<file path="src/rtl/extract_pivot_col.sv">
// Pulls the pivot-column element and the RHS element out of every tableau row
// streamed in row-major order; optional POSITIVE_FILTER_EN flags positive pivots.
module extract_pivot_col #(
    parameter int DATAW = 32,
    parameter int IDXW  = 16
) (
    input  logic             clk,
    input  logic             resetn,
    input  logic             start,
    input  logic [IDXW-1:0]  pivot_col,
    input  logic [IDXW-1:0]  num_cols,
    input  logic [IDXW-1:0]  num_rows,
    input  logic [DATAW-1:0] s_data,
    input  logic             s_valid,
    output logic             s_ready,
    output logic [DATAW-1:0] m_pivot,
    output logic [DATAW-1:0] m_rhs,
    output logic [IDXW-1:0]  m_row,
    output logic             m_last,
    output logic             m_valid,
    input  logic             m_ready,
    output logic             busy,
    output logic             done,
    output logic             err
`ifdef POSITIVE_FILTER_EN
   ,output logic             m_eligible,
    output logic             unbounded
`endif
);

    typedef enum logic [1:0] {S_IDLE, S_STREAM, S_DRAIN} state_t;

    state_t           state_q, state_d;
    logic [IDXW-1:0]  pc_q, last_col_q, last_row_q;
    logic [IDXW-1:0]  col_q, row_q;
    logic [DATAW-1:0] pivot_tmp;
    logic [IDXW:0]    pc_plus2;
    logic             start_legal, in_hs, out_hs, rhs_hs;
    logic             col_is_rhs, row_is_last;

    // Widened by one bit so pivot_col+2 cannot wrap when checked against num_cols.
    assign pc_plus2    = {1'b0, pivot_col} + (IDXW+1)'(2);
    assign start_legal = (pc_plus2 <= {1'b0, num_cols}) && (num_rows != '0);

    assign col_is_rhs  = (col_q == last_col_q);
    assign row_is_last = (row_q == last_row_q);

    assign s_ready = (state_q == S_STREAM) && (!col_is_rhs || !m_valid || m_ready);
    assign in_hs   = s_valid && s_ready;
    assign out_hs  = m_valid && m_ready;
    assign rhs_hs  = in_hs && col_is_rhs;

    // NOTE: every variable written here gets a default first so no latch is inferred.
    always_comb begin
        state_d = state_q;
        case (state_q)
            S_IDLE:   if (start && start_legal)  state_d = S_STREAM;
            S_STREAM: if (rhs_hs && row_is_last) state_d = S_DRAIN;
            S_DRAIN:  if (out_hs && m_last)      state_d = S_IDLE;
            default:  state_d = S_IDLE;
        endcase
    end

    // NOTE: sequential state uses non-blocking assignments so all registers update together.
    always_ff @(posedge clk or negedge resetn) begin
        if (!resetn) state_q <= S_IDLE;
        else         state_q <= state_d;
    end

    always_ff @(posedge clk or negedge resetn) begin
        if (!resetn) begin
            pc_q       <= '0;
            last_col_q <= '0;
            last_row_q <= '0;
            col_q      <= '0;
            row_q      <= '0;
            pivot_tmp  <= '0;
            busy       <= 1'b0;
            done       <= 1'b0;
            err        <= 1'b0;
        end else begin
            done <= 1'b0;
            err  <= 1'b0;
            case (state_q)
                S_IDLE: begin
                    if (start) begin
                        pc_q       <= pivot_col;
                        last_col_q <= num_cols - 1'b1;
                        last_row_q <= num_rows - 1'b1;
                        col_q      <= '0;
                        row_q      <= '0;
                        busy       <= start_legal;
                        err        <= !start_legal;
                    end
                end
                S_STREAM: begin
                    if (in_hs) begin
                        if (col_q == pc_q) pivot_tmp <= s_data;
                        if (col_is_rhs) begin
                            col_q <= '0;
                            if (!row_is_last) row_q <= row_q + 1'b1;
                        end else begin
                            col_q <= col_q + 1'b1;
                        end
                    end
                end
                S_DRAIN: begin
                    if (out_hs && m_last) begin
                        busy <= 1'b0;
                        done <= 1'b1;
                    end
                end
                default: ;
            endcase
        end
    end

    // Output register: a capture in the same cycle as a handshake overrides the clear.
    always_ff @(posedge clk or negedge resetn) begin
        if (!resetn) begin
            m_pivot <= '0;
            m_rhs   <= '0;
            m_row   <= '0;
            m_last  <= 1'b0;
            m_valid <= 1'b0;
        end else begin
            if (out_hs) m_valid <= 1'b0;
            if (rhs_hs) begin
                m_pivot <= pivot_tmp;
                m_rhs   <= s_data;
                m_row   <= row_q;
                m_last  <= row_is_last;
                m_valid <= 1'b1;
            end
        end
    end

`ifdef POSITIVE_FILTER_EN
    logic pivot_pos, any_elig;

    assign pivot_pos = !pivot_tmp[DATAW-1] && (pivot_tmp[DATAW-2:0] != '0);

    always_ff @(posedge clk or negedge resetn) begin
        if (!resetn) begin
            m_eligible <= 1'b0;
            any_elig   <= 1'b0;
            unbounded  <= 1'b0;
        end else begin
            unbounded <= 1'b0;
            if (state_q == S_IDLE && start) any_elig <= 1'b0;
            if (rhs_hs) begin
                m_eligible <= pivot_pos;
                if (pivot_pos) any_elig <= 1'b1;
            end
            if (state_q == S_DRAIN && out_hs && m_last) unbounded <= !any_elig;
        end
    end
`endif

endmodule
</file>
<file path="config.mk">
export PLATFORM = sky130hd
export DESIGN_NAME = extract_pivot_col
export DESIGN_NICKNAME = d
export VERILOG_FILES = /design/src/rtl/extract_pivot_col.sv
export SDC_FILE = /design/constraint.sdc
export NUM_CORES = 1
export LEC_CHECK = 0
export BUFFER_PORTS_ARGS = -buffer_cell sky130_fd_sc_hd__buf_2
export CORE_UTILIZATION = 39
export DETAILED_ROUTE_END_ITERATION = 16
export PLACE_DENSITY = 0.71
export SYNTH_ARGS = -nofsm -noshare
export SYNTH_HDL_FRONTEND = slang
export SYNTH_SLANG_ARGS = --single-unit
</file>
<file path="constraint.sdc">
create_clock -name clk -period 3.7 [get_ports clk]
set_input_delay 0.555 -clock clk [delete_from_list [all_inputs] [get_ports clk]]
set_output_delay 0.555 -clock clk [all_outputs]
set_load 0.005 [all_outputs]
</file>
==> run_summary.xml, run 1 <==
<?xml version="1.0" encoding="UTF-8"?>
<metrics>
  <group name="timing">
    <metric name="setup_tns" unit="ns">0</metric>
    <metric name="slew-limit-headroom" unit="%">36.9</metric>
    <metric name="rsz_0062_raised_after_global_routing" unit="">no</metric>
    <metric name="timing.final.crit_share" unit="%">82.4</metric>
    <metric name="setup_viol" unit="">0</metric>
    <metric name="hold_viol_final" unit="">0</metric>
    <metric name="clock-skew-final" unit="ns">0.0125</metric>
    <metric name="final_critical_path_setup_slack" unit="ns">0.651</metric>
    <metric name="max_freq" unit="MHz">328</metric>
    <metric name="finalWorstPathRequiredPeriod" unit="ns">3.05</metric>
    <metric name="worst_pin_slew" unit="ns">0.946</metric>
    <metric name="report.final.slew_viol_count" unit="">0</metric>
  </group>
  <group name="grt">
    <metric name="met3_track_demand_over_resource_in_global_routing" unit="%">3.13</metric>
    <metric name="first_global_vias" unit="">7044</metric>
    <metric name="grt_use_total" unit="%">17.6</metric>
    <metric name="grt.busiest_layer" unit="">met2</metric>
    <metric name="groute.layer.met2.usage" unit="%">27.7</metric>
    <metric name="antenna_found_initial" unit="">1</metric>
    <metric name="overflow" unit="">0</metric>
    <metric name="globalRouteMet1Util" unit="%">24.8</metric>
    <metric name="grt_start_max_net_pins" unit="">100</metric>
    <metric name="grt_pass1_wl" unit="um">35800</metric>
  </group>
  <group name="logic_synthesis">
    <metric name="synth.cells.most_frequent" unit="">199 x sky130_fd_sc_hd__dfrtp_1, 121 x sky130_fd_sc_hd__nand2_1, 108 x sky130_fd_sc_hd__mux2_1</metric>
    <metric name="synthXorXnorAreaFrac" unit="%">8.21</metric>
    <metric name="yosys_register_bits" unit="">199</metric>
    <metric name="ys_seq_area_share" unit="%">51.9</metric>
    <metric name="asyncSetResetFlopFracSynth" unit="%">100</metric>
    <metric name="synth_edf_count" unit="">0</metric>
    <metric name="largest_family_of_logic_cells_by_synthesized_area" unit="">simple AND/OR/NAND/NOR gates</metric>
    <metric name="synth_simple_gate_area_share" unit="%">13.9</metric>
    <metric name="synth_instances" unit="">892</metric>
    <metric name="most_used_dff_post_synth" unit="">sky130_fd_sc_hd__dfrtp_1</metric>
    <metric name="most_area_consuming_cells_after_synthesis" unit="">sky130_fd_sc_hd__dfrtp_1 52%, sky130_fd_sc_hd__mux2_1 13%, sky130_fd_sc_hd__nand2_1 4.7%</metric>
    <metric name="synth_compound_gate_area_share" unit="%">7.69</metric>
    <metric name="synth_adder_area_share" unit="%">2.74</metric>
    <metric name="post_synthesis_net_count" unit="">998</metric>
    <metric name="synth_cell_types" unit="">47</metric>
    <metric name="most_frequently_used_cell_type_in_the_post_synthesis_netlist" unit="">sky130_fd_sc_hd__dfrtp_1</metric>
    <metric name="synth.avg_cell_area" unit="um2">10.8</metric>
    <metric name="netlist.area_leader.share" unit="%">51.9</metric>
    <metric name="synth_warn" unit="">0</metric>
    <metric name="mappedNetlistArea" unit="um2">9600</metric>
    <metric name="yosysTopAreaCell" unit="">sky130_fd_sc_hd__dfrtp_1</metric>
    <metric name="synth_mux_area_share" unit="%">12.7</metric>
  </group>
  <group name="die">
    <metric name="placement_rows" unit="">57</metric>
    <metric name="die_area" unit="um2">25200</metric>
    <metric name="effective_utilization_at_floorplan" unit="%">39.6</metric>
    <metric name="fp.dieW" unit="um">159</metric>
    <metric name="design.portCount" unit="">171</metric>
    <metric name="chipHeight" unit="um">159</metric>
    <metric name="core_area" unit="um2">24200</metric>
  </group>
  <group name="clock_tree">
    <metric name="insertion_delay" unit="ns">0.43</metric>
    <metric name="cts_max_path_buffers" unit="">2</metric>
    <metric name="cts_hold_buffers" unit="">0</metric>
    <metric name="cts_buffers" unit="">17</metric>
    <metric name="cts_resized" unit="">0</metric>
    <metric name="cts.htree.levels" unit="">4</metric>
    <metric name="post-cts-setup-buffers" unit="">0</metric>
    <metric name="numClockSinks" unit="">199</metric>
    <metric name="cts_root_buffer" unit="">sky130_fd_sc_hd__clkbuf_16</metric>
    <metric name="path_clk_slew" unit="ns">0.07</metric>
    <metric name="tritoncts" unit="">built</metric>
  </group>
  <group name="cells_and_area">
    <metric name="drive_above_1_share" unit="%">20.6</metric>
    <metric name="final_instance_count_without_filler_cells" unit="">1385</metric>
    <metric name="area_delta_synth_final" unit="%">18.5</metric>
    <metric name="nets" unit="">1154</metric>
    <metric name="fillerInstances" unit="">2280</metric>
    <metric name="num_antenna_cells" unit="">0</metric>
  </group>
  <group name="critical_path">
    <metric name="endpoint_kind" unit="">output port</metric>
    <metric name="critical_path_peak_fanout" unit="">13</metric>
    <metric name="critical_path_arrival" unit="ns">2.49</metric>
    <metric name="path_class" unit="">reg2out</metric>
    <metric name="worst-endpoint-required" unit="ns">3.14</metric>
    <metric name="element_type_at_the_critical_path_start" unit="">register</metric>
  </group>
  <group name="placement">
    <metric name="dp_hpwl" unit="um">15900</metric>
    <metric name="place_congestion" unit="">0.890</metric>
    <metric name="buffers_added_on_ports" unit="">170</metric>
    <metric name="post-place-cells" unit="">1353</metric>
    <metric name="pre_cts_ws" unit="ns">0.624</metric>
  </group>
  <group name="detailed_routing">
    <metric name="drc_violation_total_after_the_first_tritonroute_iteration" unit="">360</metric>
    <metric name="detail_route.vias_per_cell" unit="">5.19</metric>
    <metric name="routed_wl" unit="um">21500</metric>
    <metric name="drt.antenna.violating_nets" unit="">0</metric>
    <metric name="post-route-drc-count" unit="">0</metric>
    <metric name="post_drt_wl_per_cell" unit="um">15.5</metric>
    <metric name="firstDrtPassIters" unit="">4</metric>
    <metric name="via_count" unit="">7195</metric>
  </group>
  <group name="job">
    <metric name="max_cap_viol_count" unit="">0</metric>
  </group>
  <group name="power_and_ir_drop">
    <metric name="power_per_cell_area" unit="nW/um2">452</metric>
    <metric name="power.static_leakage" unit="nW">5.94</metric>
    <metric name="worst_vdd_drop" unit="mV">0.253</metric>
  </group>
  <group name="min_path">
    <metric name="hp-class" unit="">in2async</metric>
  </group>
  <group name="outcome">
    <metric name="outcome" unit="">completed</metric>
  </group>
</metrics>
## metrics by stage
stage	utilization (%)	area [um2]	hold slack, ns	total power [W]
after floorplan	-	9600	0.259	0.00307
after global placement	44.6	10800	0.459	0.00336
after detailed placement	44.6	10800	0.469	0.00340
after CTS	46.9	11400	0.234	0.00520
after global routing	46.9	11400	0.267	0.00541
final	46.9	11400	0.205	0.00515
## routing by layer
layer	share of wire (%)	up-vias
met4	1.3	0
li1	-	3432
met3	5.1	20
met1	48	3499
met5	0	-
met2	46	244
## where the power goes
part	leakage (nW)	switching, W	internal (W)
clock network	0.269	0.000872	0.000920
logic	2.96	0.000390	0.000353
registers	2.72	0.000221	0.00239
total	5.94	0.00148	0.00366
## cell type report
type / instances / area [um2] / share of cell area [%]
Multi-Input combinational cell: 623 / 4370 / 38.4
Timing Repair Buffer: 178 / 945 / 8.30
Clock buffer: 19 / 453 / 3.98
Inverter: 29 / 109 / 0.957
Tap cell: 324 / 405 / 3.56
Sequential cell: 199 / 4980 / 43.8
Clock inverter: 13 / 115 / 1.01
## critical path, cell delays in order (launching register included)
cell and delay [ns]:
sky130_fd_sc_hd__dfrtp_1 0.46, sky130_fd_sc_hd__xor2_1 0.19, sky130_fd_sc_hd__nor4_1 0.43, sky130_fd_sc_hd__and4_1 0.61
sky130_fd_sc_hd__a21oi_1 0.20, sky130_fd_sc_hd__buf_2 0.17
## final timing paths
check                               from  cells past startpoint  slack, ns           end
min                               resetn                      1       0.20  pivot_tmp[7]
max in group asynchronous         resetn                      2       2.57       pc_q[2]
max                             col_q[7]                      5       0.65       s_ready
min in group clk              s_data[26]                      2       0.35     m_rhs[26]
max reg2reg                     col_q[7]                      7       0.90      row_q[5]
min reg2reg                pivot_tmp[25]                      1       0.48   m_pivot[25]
## cells by family (layout without fill, tap and decap cells)
family / Yosys count / after routing
DFF: 199 / 199
and+or+nand+nor: 276 / 276
AOI/OAI and AO/OA: 128 / 128
muxes: 108 / 108
xor gates and xnor gates: 90 / 90
adders and majority gates: 21 / 21
buffers and inverters: 70 / 239
## flip-flops by register name, summed over array words and instances, names as in the netlist
register    flops
m_pivot        32
m_rhs          32
pivot_tmp      32
col_q          16
last_col_q     16
last_row_q     16
m_row          16
pc_q           16
row_q          16
state_q         2
busy            1
done            1
err             1
m_last          1
m_valid         1
## cells in the final DEF, fill, tap and decap left out, drive strengths merged, types with 4 or more instances in the layout
cell,netlist,final
dfrtp,199,199
a21o,6,6
a21oi,36,36
clkbuf,21,20
nand2,121,121
ha,21,21
clkinvlp,0,4
o31ai,9,9
nand4,14,14
or4,12,12
nor2,33,33
nor2b,4,4
nor3,11,11
o21ai,54,54
clkinv,0,4
nand2b,4,4
nor4,17,17
buf,20,177
inv,29,34
xor2,46,46
or3,9,9
mux2,108,108
xnor2,44,44
a31oi,6,6
and3,8,8
nand3,33,33
No activity file was read; power rests on OpenSTA's default activity.
==> run 2, diff against run 1 <==
--- a/config.mk
+++ b/config.mk
@@ -5,10 +5,11 @@
 export SDC_FILE = /design/constraint.sdc
 export NUM_CORES = 1
 export LEC_CHECK = 0
+export ABC_AREA = 1
 export BUFFER_PORTS_ARGS = -buffer_cell sky130_fd_sc_hd__buf_2
 export CORE_UTILIZATION = 39
 export DETAILED_ROUTE_END_ITERATION = 16
-export PLACE_DENSITY = 0.71
+export PLACE_DENSITY = 0.73
 export SYNTH_ARGS = -nofsm -noshare
 export SYNTH_HDL_FRONTEND = slang
 export SYNTH_SLANG_ARGS = --single-unit
==> constraint.sdc (replaced) <==
create_clock -name clk -period 2.59 [get_ports clk]
set_input_delay 0.3885 -clock clk [delete_from_list [all_inputs] [get_ports clk]]
set_output_delay 0.3885 -clock clk [all_outputs]
set_load 0.005 [all_outputs]
==> run_summary.xml, run 2 <==
<?xml version="1.0" encoding="UTF-8"?>
<metrics>
  <group name="grt">
    <metric name="grt_use_total" unit="%">18.9</metric>
    <metric name="grt_pass1_wl" unit="um">42600</metric>
    <metric name="antenna_found_initial" unit="">1</metric>
    <metric name="overflow" unit="">0</metric>
    <metric name="first_global_vias" unit="">8723</metric>
    <metric name="grt_start_max_net_pins" unit="">163</metric>
  </group>
  <group name="detailed_routing">
    <metric name="post-route-drc-count" unit="">0</metric>
    <metric name="post_drt_wl_per_cell" unit="um">13.9</metric>
    <metric name="routed_wl" unit="um">26000</metric>
    <metric name="detail_route.vias_per_cell" unit="">4.84</metric>
    <metric name="firstDrtPassIters" unit="">5</metric>
    <metric name="via_count" unit="">9069</metric>
    <metric name="drc_violation_total_after_the_first_tritonroute_iteration" unit="">710</metric>
    <metric name="drt.antenna.violating_nets" unit="">0</metric>
  </group>
  <group name="logic_synthesis">
    <metric name="mappedNetlistArea" unit="um2">10800</metric>
    <metric name="yosysTopAreaCell" unit="">sky130_fd_sc_hd__dfrtp_1</metric>
    <metric name="ys_seq_area_share" unit="%">46.0</metric>
    <metric name="most_frequently_used_cell_type_in_the_post_synthesis_netlist" unit="">sky130_fd_sc_hd__nand2_1</metric>
    <metric name="yosys_register_bits" unit="">199</metric>
    <metric name="synth_instances" unit="">1338</metric>
    <metric name="asyncSetResetFlopFracSynth" unit="%">100</metric>
    <metric name="netlist.area_leader.share" unit="%">46.0</metric>
    <metric name="post_synthesis_net_count" unit="">1444</metric>
    <metric name="most_area_consuming_cells_after_synthesis" unit="">sky130_fd_sc_hd__dfrtp_1 46%, sky130_fd_sc_hd__nand2_1 13%, sky130_fd_sc_hd__o21ai_2 6.6%</metric>
    <metric name="synth_edf_count" unit="">0</metric>
    <metric name="synth_warn" unit="">0</metric>
    <metric name="synth_cell_types" unit="">37</metric>
    <metric name="most_used_dff_post_synth" unit="">sky130_fd_sc_hd__dfrtp_1</metric>
    <metric name="synth.avg_cell_area" unit="um2">8.10</metric>
    <metric name="synth.cells.most_frequent" unit="">371 x sky130_fd_sc_hd__nand2_1, 199 x sky130_fd_sc_hd__dfrtp_1, 174 x sky130_fd_sc_hd__inv_1</metric>
  </group>
  <group name="die">
    <metric name="fp.dieW" unit="um">169</metric>
    <metric name="chipHeight" unit="um">169</metric>
    <metric name="die_area" unit="um2">28400</metric>
    <metric name="core_area" unit="um2">27100</metric>
    <metric name="effective_utilization_at_floorplan" unit="%">40.0</metric>
    <metric name="design.portCount" unit="">171</metric>
    <metric name="placement_rows" unit="">60</metric>
  </group>
  <group name="timing">
    <metric name="finalWorstPathRequiredPeriod" unit="ns">2.39</metric>
    <metric name="whs" unit="ns">0.145</metric>
    <metric name="clock-skew-final" unit="ns">0.0155</metric>
    <metric name="setup_viol" unit="">0</metric>
    <metric name="setup_tns" unit="ns">0</metric>
    <metric name="report.final.slew_viol_count" unit="">0</metric>
    <metric name="worst_pin_slew" unit="ns">1.05</metric>
    <metric name="timing.final.crit_share" unit="%">92.2</metric>
    <metric name="slew-limit-headroom" unit="%">29.9</metric>
    <metric name="hold_viol_final" unit="">0</metric>
    <metric name="max_freq" unit="MHz">419</metric>
    <metric name="rsz_0062_raised_after_global_routing" unit="">no</metric>
  </group>
  <group name="clock_tree">
    <metric name="cts_buffers" unit="">17</metric>
    <metric name="insertion_delay" unit="ns">0.45</metric>
    <metric name="cts.htree.levels" unit="">4</metric>
    <metric name="numClockSinks" unit="">199</metric>
    <metric name="tritoncts" unit="">built</metric>
    <metric name="cts_root_buffer" unit="">sky130_fd_sc_hd__clkbuf_16</metric>
    <metric name="path_clk_slew" unit="ns">0.09</metric>
    <metric name="cts_resized" unit="">0</metric>
    <metric name="post-cts-setup-buffers" unit="">0</metric>
    <metric name="cts_max_path_buffers" unit="">2</metric>
    <metric name="cts_hold_buffers" unit="">1</metric>
  </group>
  <group name="job">
    <metric name="max_cap_viol_count" unit="">0</metric>
  </group>
  <group name="critical_path">
    <metric name="critical_path_peak_fanout" unit="">6</metric>
    <metric name="critical_path_arrival" unit="ns">2.00</metric>
    <metric name="path_class" unit="">reg2out</metric>
    <metric name="worst-endpoint-required" unit="ns">2.20</metric>
    <metric name="endpoint_kind" unit="">output port</metric>
    <metric name="element_type_at_the_critical_path_start" unit="">register</metric>
  </group>
  <group name="cells_and_area">
    <metric name="reg_top3" unit="">m_pivot x32, m_rhs x32, pivot_tmp x32</metric>
    <metric name="final_cell_mix" unit="">370 x sky130_fd_sc_hd__nand2_1, 199 x sky130_fd_sc_hd__dfrtp_1, 174 x sky130_fd_sc_hd__inv_1, 169 x sky130_fd_sc_hd__buf_2, 99 x sky130_fd_sc_hd__nor2_1</metric>
    <metric name="nets" unit="">1595</metric>
    <metric name="register_area" unit="um2">4980</metric>
    <metric name="multi_input_area" unit="um2">4800</metric>
    <metric name="drive_above_1_share" unit="%">22.2</metric>
    <metric name="final_instance_count_without_filler_cells" unit="">1874</metric>
    <metric name="layout.cells.most_common" unit="">sky130_fd_sc_hd__nand2_1</metric>
    <metric name="fillerInstances" unit="">2624</metric>
    <metric name="design_area" unit="um2">12600</metric>
    <metric name="area_delta_synth_final" unit="%">16.6</metric>
    <metric name="num_antenna_cells" unit="">0</metric>
  </group>
  <group name="min_path">
    <metric name="hp-class" unit="">in2reg</metric>
  </group>
  <group name="outcome">
    <metric name="outcome" unit="">completed</metric>
  </group>
  <group name="placement">
    <metric name="post-place-cells" unit="">1841</metric>
    <metric name="place_congestion" unit="">0.926</metric>
    <metric name="buffers_added_on_ports" unit="">170</metric>
    <metric name="dpl-instance-area" unit="um2">12000</metric>
    <metric name="dp_hpwl" unit="um">19500</metric>
  </group>
  <group name="power_and_ir_drop">
    <metric name="power_per_cell_area" unit="nW/um2">727</metric>
    <metric name="power.static_leakage" unit="nW">6.39</metric>
    <metric name="total_power" unit="W">0.00918</metric>
    <metric name="worst_vdd_drop" unit="mV">0.434</metric>
  </group>
</metrics>
[run 2: cell count changes after synthesis, sizes merged, moves of 25 or more]
cell | before | now
nand2 | 121 | 376
inv | 29 | 181
o21ai | 54 | 168
mux2 | 108 | 0
nor2 | 33 | 104
nand3 | 33 | 59
a21oi | 36 | 11
[run 2: per-layer routing]
layer,GRT usage [%],up-vias,routed length (um)
met4,6.68,2,623
li1,-,4526,-
met2,31.1,276,12300
met5,0,-,8
met1,24.6,4215,11700
met3,3.76,50,1470
[run 2: path summary, 6_finish.rpt]
check,start,endpoint,slack (ns),cells after the start
worst max-delay path,col_q[10],s_ready,0.20,10
worst min-delay path,num_rows[0],last_row_q[0],0.15,2
worst max register to register,col_q[12],m_pivot[6],0.26,11
worst min register to register,m_pivot[28],m_pivot[28],0.48,2
max in group asynchronous,resetn,pivot_tmp[30],1.48,3
min in group asynchronous,resetn,m_row[0],0.39,2
[run 2: stage by stage]
step	worst slack (ns)	utilization, %
3_3_place_gp	0.0972	44.2
5_1_grt	0.0205	46.6
6_report	0.201	46.6
4_1_cts	0.159	46.6
3_5_place_dp	0.0144	44.2
2_1_floorplan	0.353	-
[run 2: kinds of logic (layout without fill, tap and decap cells)]
kind of cell               count (synthesis)  after routing  share of synthesized area [%]
and+or+nand+nor                          613            613                           24.0
buffers and inverters                    239            403                           9.73
DFF                                      199            199                           46.0
AOI/OAI and AO/OA                        192            192                           11.9
xor gates and xnor gates                  74             74                           5.98
adders and majority gates                 21             21                           2.43
[run 2: area by class of cell]
cell class	count	area share, %
sequential	199	39.4
multi-input combinational	900	38.0
timing repair buffer	188	8.29
inverter	183	5.48
tap	372	3.69
clock buffer	17	3.37
clock inverter	15	1.70
[run 2: worst max-delay path, cell delays in order, from the launching register on]
cell,delay (ns)
sky130_fd_sc_hd__dfrtp_1,0.52
sky130_fd_sc_hd__inv_2,0.10
sky130_fd_sc_hd__nand2_1,0.09
sky130_fd_sc_hd__nand2_1,0.05
sky130_fd_sc_hd__nor2_1,0.12
sky130_fd_sc_hd__nand2_1,0.11
sky130_fd_sc_hd__nor2_2,0.16
sky130_fd_sc_hd__nand3_2,0.15
sky130_fd_sc_hd__nand2_1,0.11
sky130_fd_sc_hd__inv_1,0.04
sky130_fd_sc_hd__buf_2,0.11
[run 2: power breakdown]
group	internal, W	switching (W)	total (W)
registers	0.00362	0.000496	0.00412
clock network	0.00137	0.00150	0.00287
logic	0.000888	0.00131	0.00220
total	0.00588	0.00331	0.00918
==> run 3, diff against run 2 <==
==> constraint.sdc (replaced) <==
create_clock -name clk -period 2.59 [get_ports clk]
set_input_delay 0.1295 -clock clk [delete_from_list [all_inputs] [get_ports clk]]
set_output_delay 0.1295 -clock clk [all_outputs]
set_load 0.005 [all_outputs]
==> run_summary.xml, run 3 (synthesized netlist as in run 2, its figures left out) <==
<?xml version="1.0" encoding="UTF-8"?>
<metrics>
  <group name="clock_tree">
    <metric name="post-cts-setup-buffers" unit="">0</metric>
    <metric name="path_clk_slew" unit="ns">0.08</metric>
    <metric name="tritoncts" unit="">built</metric>
    <metric name="insertion_delay" unit="ns">0.44</metric>
    <metric name="cts.htree.levels" unit="">4</metric>
    <metric name="cts_max_path_buffers" unit="">2</metric>
    <metric name="numClockSinks" unit="">199</metric>
    <metric name="cts_buffers" unit="">17</metric>
    <metric name="cts_root_buffer" unit="">sky130_fd_sc_hd__clkbuf_16</metric>
  </group>
  <group name="detailed_routing">
    <metric name="drc_violation_total_after_the_first_tritonroute_iteration" unit="">722</metric>
    <metric name="post-route-drc-count" unit="">0</metric>
    <metric name="firstDrtPassIters" unit="">6</metric>
    <metric name="detail_route.vias_per_cell" unit="">4.83</metric>
    <metric name="drt.antenna.violating_nets" unit="">0</metric>
    <metric name="post_drt_wl_per_cell" unit="um">14.1</metric>
    <metric name="via_count" unit="">9293</metric>
    <metric name="routed_wl" unit="um">27200</metric>
  </group>
  <group name="grt">
    <metric name="first_global_vias" unit="">8800</metric>
    <metric name="groute.layer.met2.usage" unit="%">32.7</metric>
    <metric name="grt.busiest_layer" unit="">met2</metric>
    <metric name="grt_start_max_net_pins" unit="">164</metric>
    <metric name="overflow" unit="">0</metric>
    <metric name="grt_use_total" unit="%">19.6</metric>
    <metric name="globalRouteMet1Util" unit="%">25.8</metric>
    <metric name="antenna_found_initial" unit="">0</metric>
    <metric name="met3_track_demand_over_resource_in_global_routing" unit="%">3.13</metric>
    <metric name="grt_pass1_wl" unit="um">44400</metric>
  </group>
  <group name="timing">
    <metric name="timing.final.crit_share" unit="%">95.9</metric>
    <metric name="slew-limit-headroom" unit="%">32.4</metric>
    <metric name="setup_tns" unit="ns">0</metric>
    <metric name="setup_viol" unit="">0</metric>
    <metric name="max_freq" unit="MHz">402</metric>
    <metric name="worst_pin_slew" unit="ns">1.01</metric>
    <metric name="hold_viol_final" unit="">0</metric>
    <metric name="finalWorstPathRequiredPeriod" unit="ns">2.48</metric>
    <metric name="rsz_0062_raised_after_global_routing" unit="">no</metric>
    <metric name="clock-skew-final" unit="ns">0.0176</metric>
    <metric name="report.final.slew_viol_count" unit="">0</metric>
  </group>
  <group name="outcome">
    <metric name="outcome" unit="">completed</metric>
  </group>
  <group name="power_and_ir_drop">
    <metric name="seqPwrFrac" unit="%">45.5</metric>
    <metric name="power.share.switching" unit="%">35.4</metric>
    <metric name="p_int" unit="W">0.00588</metric>
    <metric name="power.net_switching" unit="W">0.00322</metric>
    <metric name="combinationalPowerShare" unit="%">24.9</metric>
    <metric name="power_per_cell_area" unit="nW/um2">694</metric>
    <metric name="worst_vdd_drop" unit="mV">0.459</metric>
    <metric name="power.static_leakage" unit="nW">6.59</metric>
    <metric name="clkPwrFrac" unit="%">29.7</metric>
  </group>
  <group name="die">
    <metric name="placement_rows" unit="">60</metric>
    <metric name="chipHeight" unit="um">169</metric>
    <metric name="effective_utilization_at_floorplan" unit="%">40.0</metric>
    <metric name="die_area" unit="um2">28400</metric>
    <metric name="core_area" unit="um2">27100</metric>
    <metric name="design.portCount" unit="">171</metric>
    <metric name="fp.dieW" unit="um">169</metric>
  </group>
  <group name="cells_and_area">
    <metric name="area_delta_synth_final" unit="%">21.1</metric>
    <metric name="final_instance_count_without_filler_cells" unit="">1924</metric>
    <metric name="layout.cells.most_common" unit="">sky130_fd_sc_hd__nand2_1</metric>
    <metric name="drive_above_1_share" unit="%">21.5</metric>
    <metric name="multi_input_area" unit="um2">4800</metric>
    <metric name="fillerInstances" unit="">2572</metric>
    <metric name="register_area" unit="um2">4980</metric>
    <metric name="final_cell_mix" unit="">370 x sky130_fd_sc_hd__nand2_1, 199 x sky130_fd_sc_hd__dfrtp_1, 174 x sky130_fd_sc_hd__inv_1, 169 x sky130_fd_sc_hd__buf_2, 98 x sky130_fd_sc_hd__nor2_1</metric>
    <metric name="reg_top3" unit="">m_pivot x32, m_rhs x32, pivot_tmp x32</metric>
    <metric name="nets" unit="">1645</metric>
    <metric name="num_antenna_cells" unit="">0</metric>
  </group>
  <group name="critical_path">
    <metric name="element_type_at_the_critical_path_start" unit="">primary input</metric>
    <metric name="endpoint_kind" unit="">register</metric>
    <metric name="critical_path_arrival" unit="ns">2.87</metric>
    <metric name="path_class" unit="">in2reg</metric>
    <metric name="reg2reg_setup_slack" unit="ns">0.35</metric>
    <metric name="critical_path_peak_fanout" unit="">4</metric>
    <metric name="worst-endpoint-required" unit="ns">2.97</metric>
  </group>
  <group name="placement">
    <metric name="dp_hpwl" unit="um">19700</metric>
    <metric name="post-place-cells" unit="">1839</metric>
    <metric name="place_congestion" unit="">0.935</metric>
    <metric name="buffers_added_on_ports" unit="">170</metric>
  </group>
  <group name="job">
    <metric name="max_cap_viol_count" unit="">0</metric>
  </group>
  <group name="min_path">
    <metric name="hp-class" unit="">in2reg</metric>
  </group>
</metrics>
==> run 3: cell types whose count changed in the layout (fill, tap and decap cells not counted) <==
cell                            delta
sky130_fd_sc_hd__clkinv_4          +2
sky130_fd_sc_hd__nor2_1            -1
sky130_fd_sc_hd__buf_4             -2
sky130_fd_sc_hd__clkinv_8          +3
sky130_fd_sc_hd__nor2_2            +1
sky130_fd_sc_hd__inv_12            -4
sky130_fd_sc_hd__inv_16            -1
sky130_fd_sc_hd__dlygate4sd3_1    +52
==> run 3: final cells by class <==
class / count / share of cell area, %
timing repair buffer: 238 / 11.8
multi-input combinational: 900 / 36.6
tap: 372 / 3.55
inverter: 183 / 5.28
clock buffer: 17 / 3.24
sequential: 199 / 38.0
clock inverter: 15 / 1.50
==> run 3: routing by layer <==
layer  part of all wire (%)  wire length [um]
met1                     45             12400
met2                     47             12800
met3                    5.3              1430
met4                    2.1               575
met5                      0                 0
==> run 3: power by group through the flow <==
stage	sequential (W)	combinational [W]	clock, W
4_1_cts	0.00413	0.00227	0.00278
2_1_floorplan	0.00398	0.00173	0
3_5_place_dp	0.00419	0.00220	0
5_1_grt	0.00421	0.00260	0.00287
3_3_place_gp	0.00417	0.00213	0
6_report	0.00414	0.00226	0.00270
==> run 3: per-stage QoR <==
| step | setup slack (ns) | power, W | hold WS, ns | util [%] | cell area (um2) |
|---|---|---|---|---|---|
| finish | 0.105 | 0.00910 | 0.0165 | 48.4 | 13100 |
| global route | 0.0293 | 0.00968 | 0.0180 | 48.4 | 13100 |
| CTS | 0.0838 | 0.00918 | 0.000746 | 48.4 | 13100 |
| detailed placement | 0.0674 | 0.00639 | 0.228 | 44.1 | 12000 |
| global placement | 0.142 | 0.00629 | 0.225 | 44.1 | 12000 |
| floorplan | 0.612 | 0.00571 | -0.166 | - | 10800 |
==> run 3: critical path: stages <==
cell,delay [ns]
sky130_fd_sc_hd__dlygate4sd3_1,0.53
sky130_fd_sc_hd__buf_2,0.15
sky130_fd_sc_hd__nand3_1,0.13
sky130_fd_sc_hd__nor3_1,0.16
sky130_fd_sc_hd__buf_4,0.16
sky130_fd_sc_hd__nand4_1,0.09
sky130_fd_sc_hd__xor2_1,0.15
sky130_fd_sc_hd__inv_1,0.06
sky130_fd_sc_hd__ha_1,0.30
sky130_fd_sc_hd__nand2_1,0.07
sky130_fd_sc_hd__nor2_2,0.19
sky130_fd_sc_hd__nand4_1,0.15
sky130_fd_sc_hd__nor2_1,0.21
sky130_fd_sc_hd__nand3_1,0.10
sky130_fd_sc_hd__nand2_1,0.10
sky130_fd_sc_hd__nand3_1,0.08
sky130_fd_sc_hd__nand2_1,0.10
==> run 3: path summary, 6_finish.rpt <==
path,startpoint,endpoint,cells past startpoint
min reg2reg,m_pivot[28],m_pivot[28],2
min in group asynchronous,resetn,m_row[0],2
min,num_rows[11],last_row_q[11],4
max,pivot_col[3],state_q[0],17
max in group asynchronous,resetn,pc_q[2],3
max reg2reg,col_q[12],m_row[2],11
==> run 3: timing repair <==
| action | in CTS | in global routing |
|---|---|---|
| endpoints found under the hold margin | 152 | 0 |
| hold buffers | 53 | 0 |
| resized for setup | 0 | 1 |
| endpoints found under the setup margin | 0 | 3 |
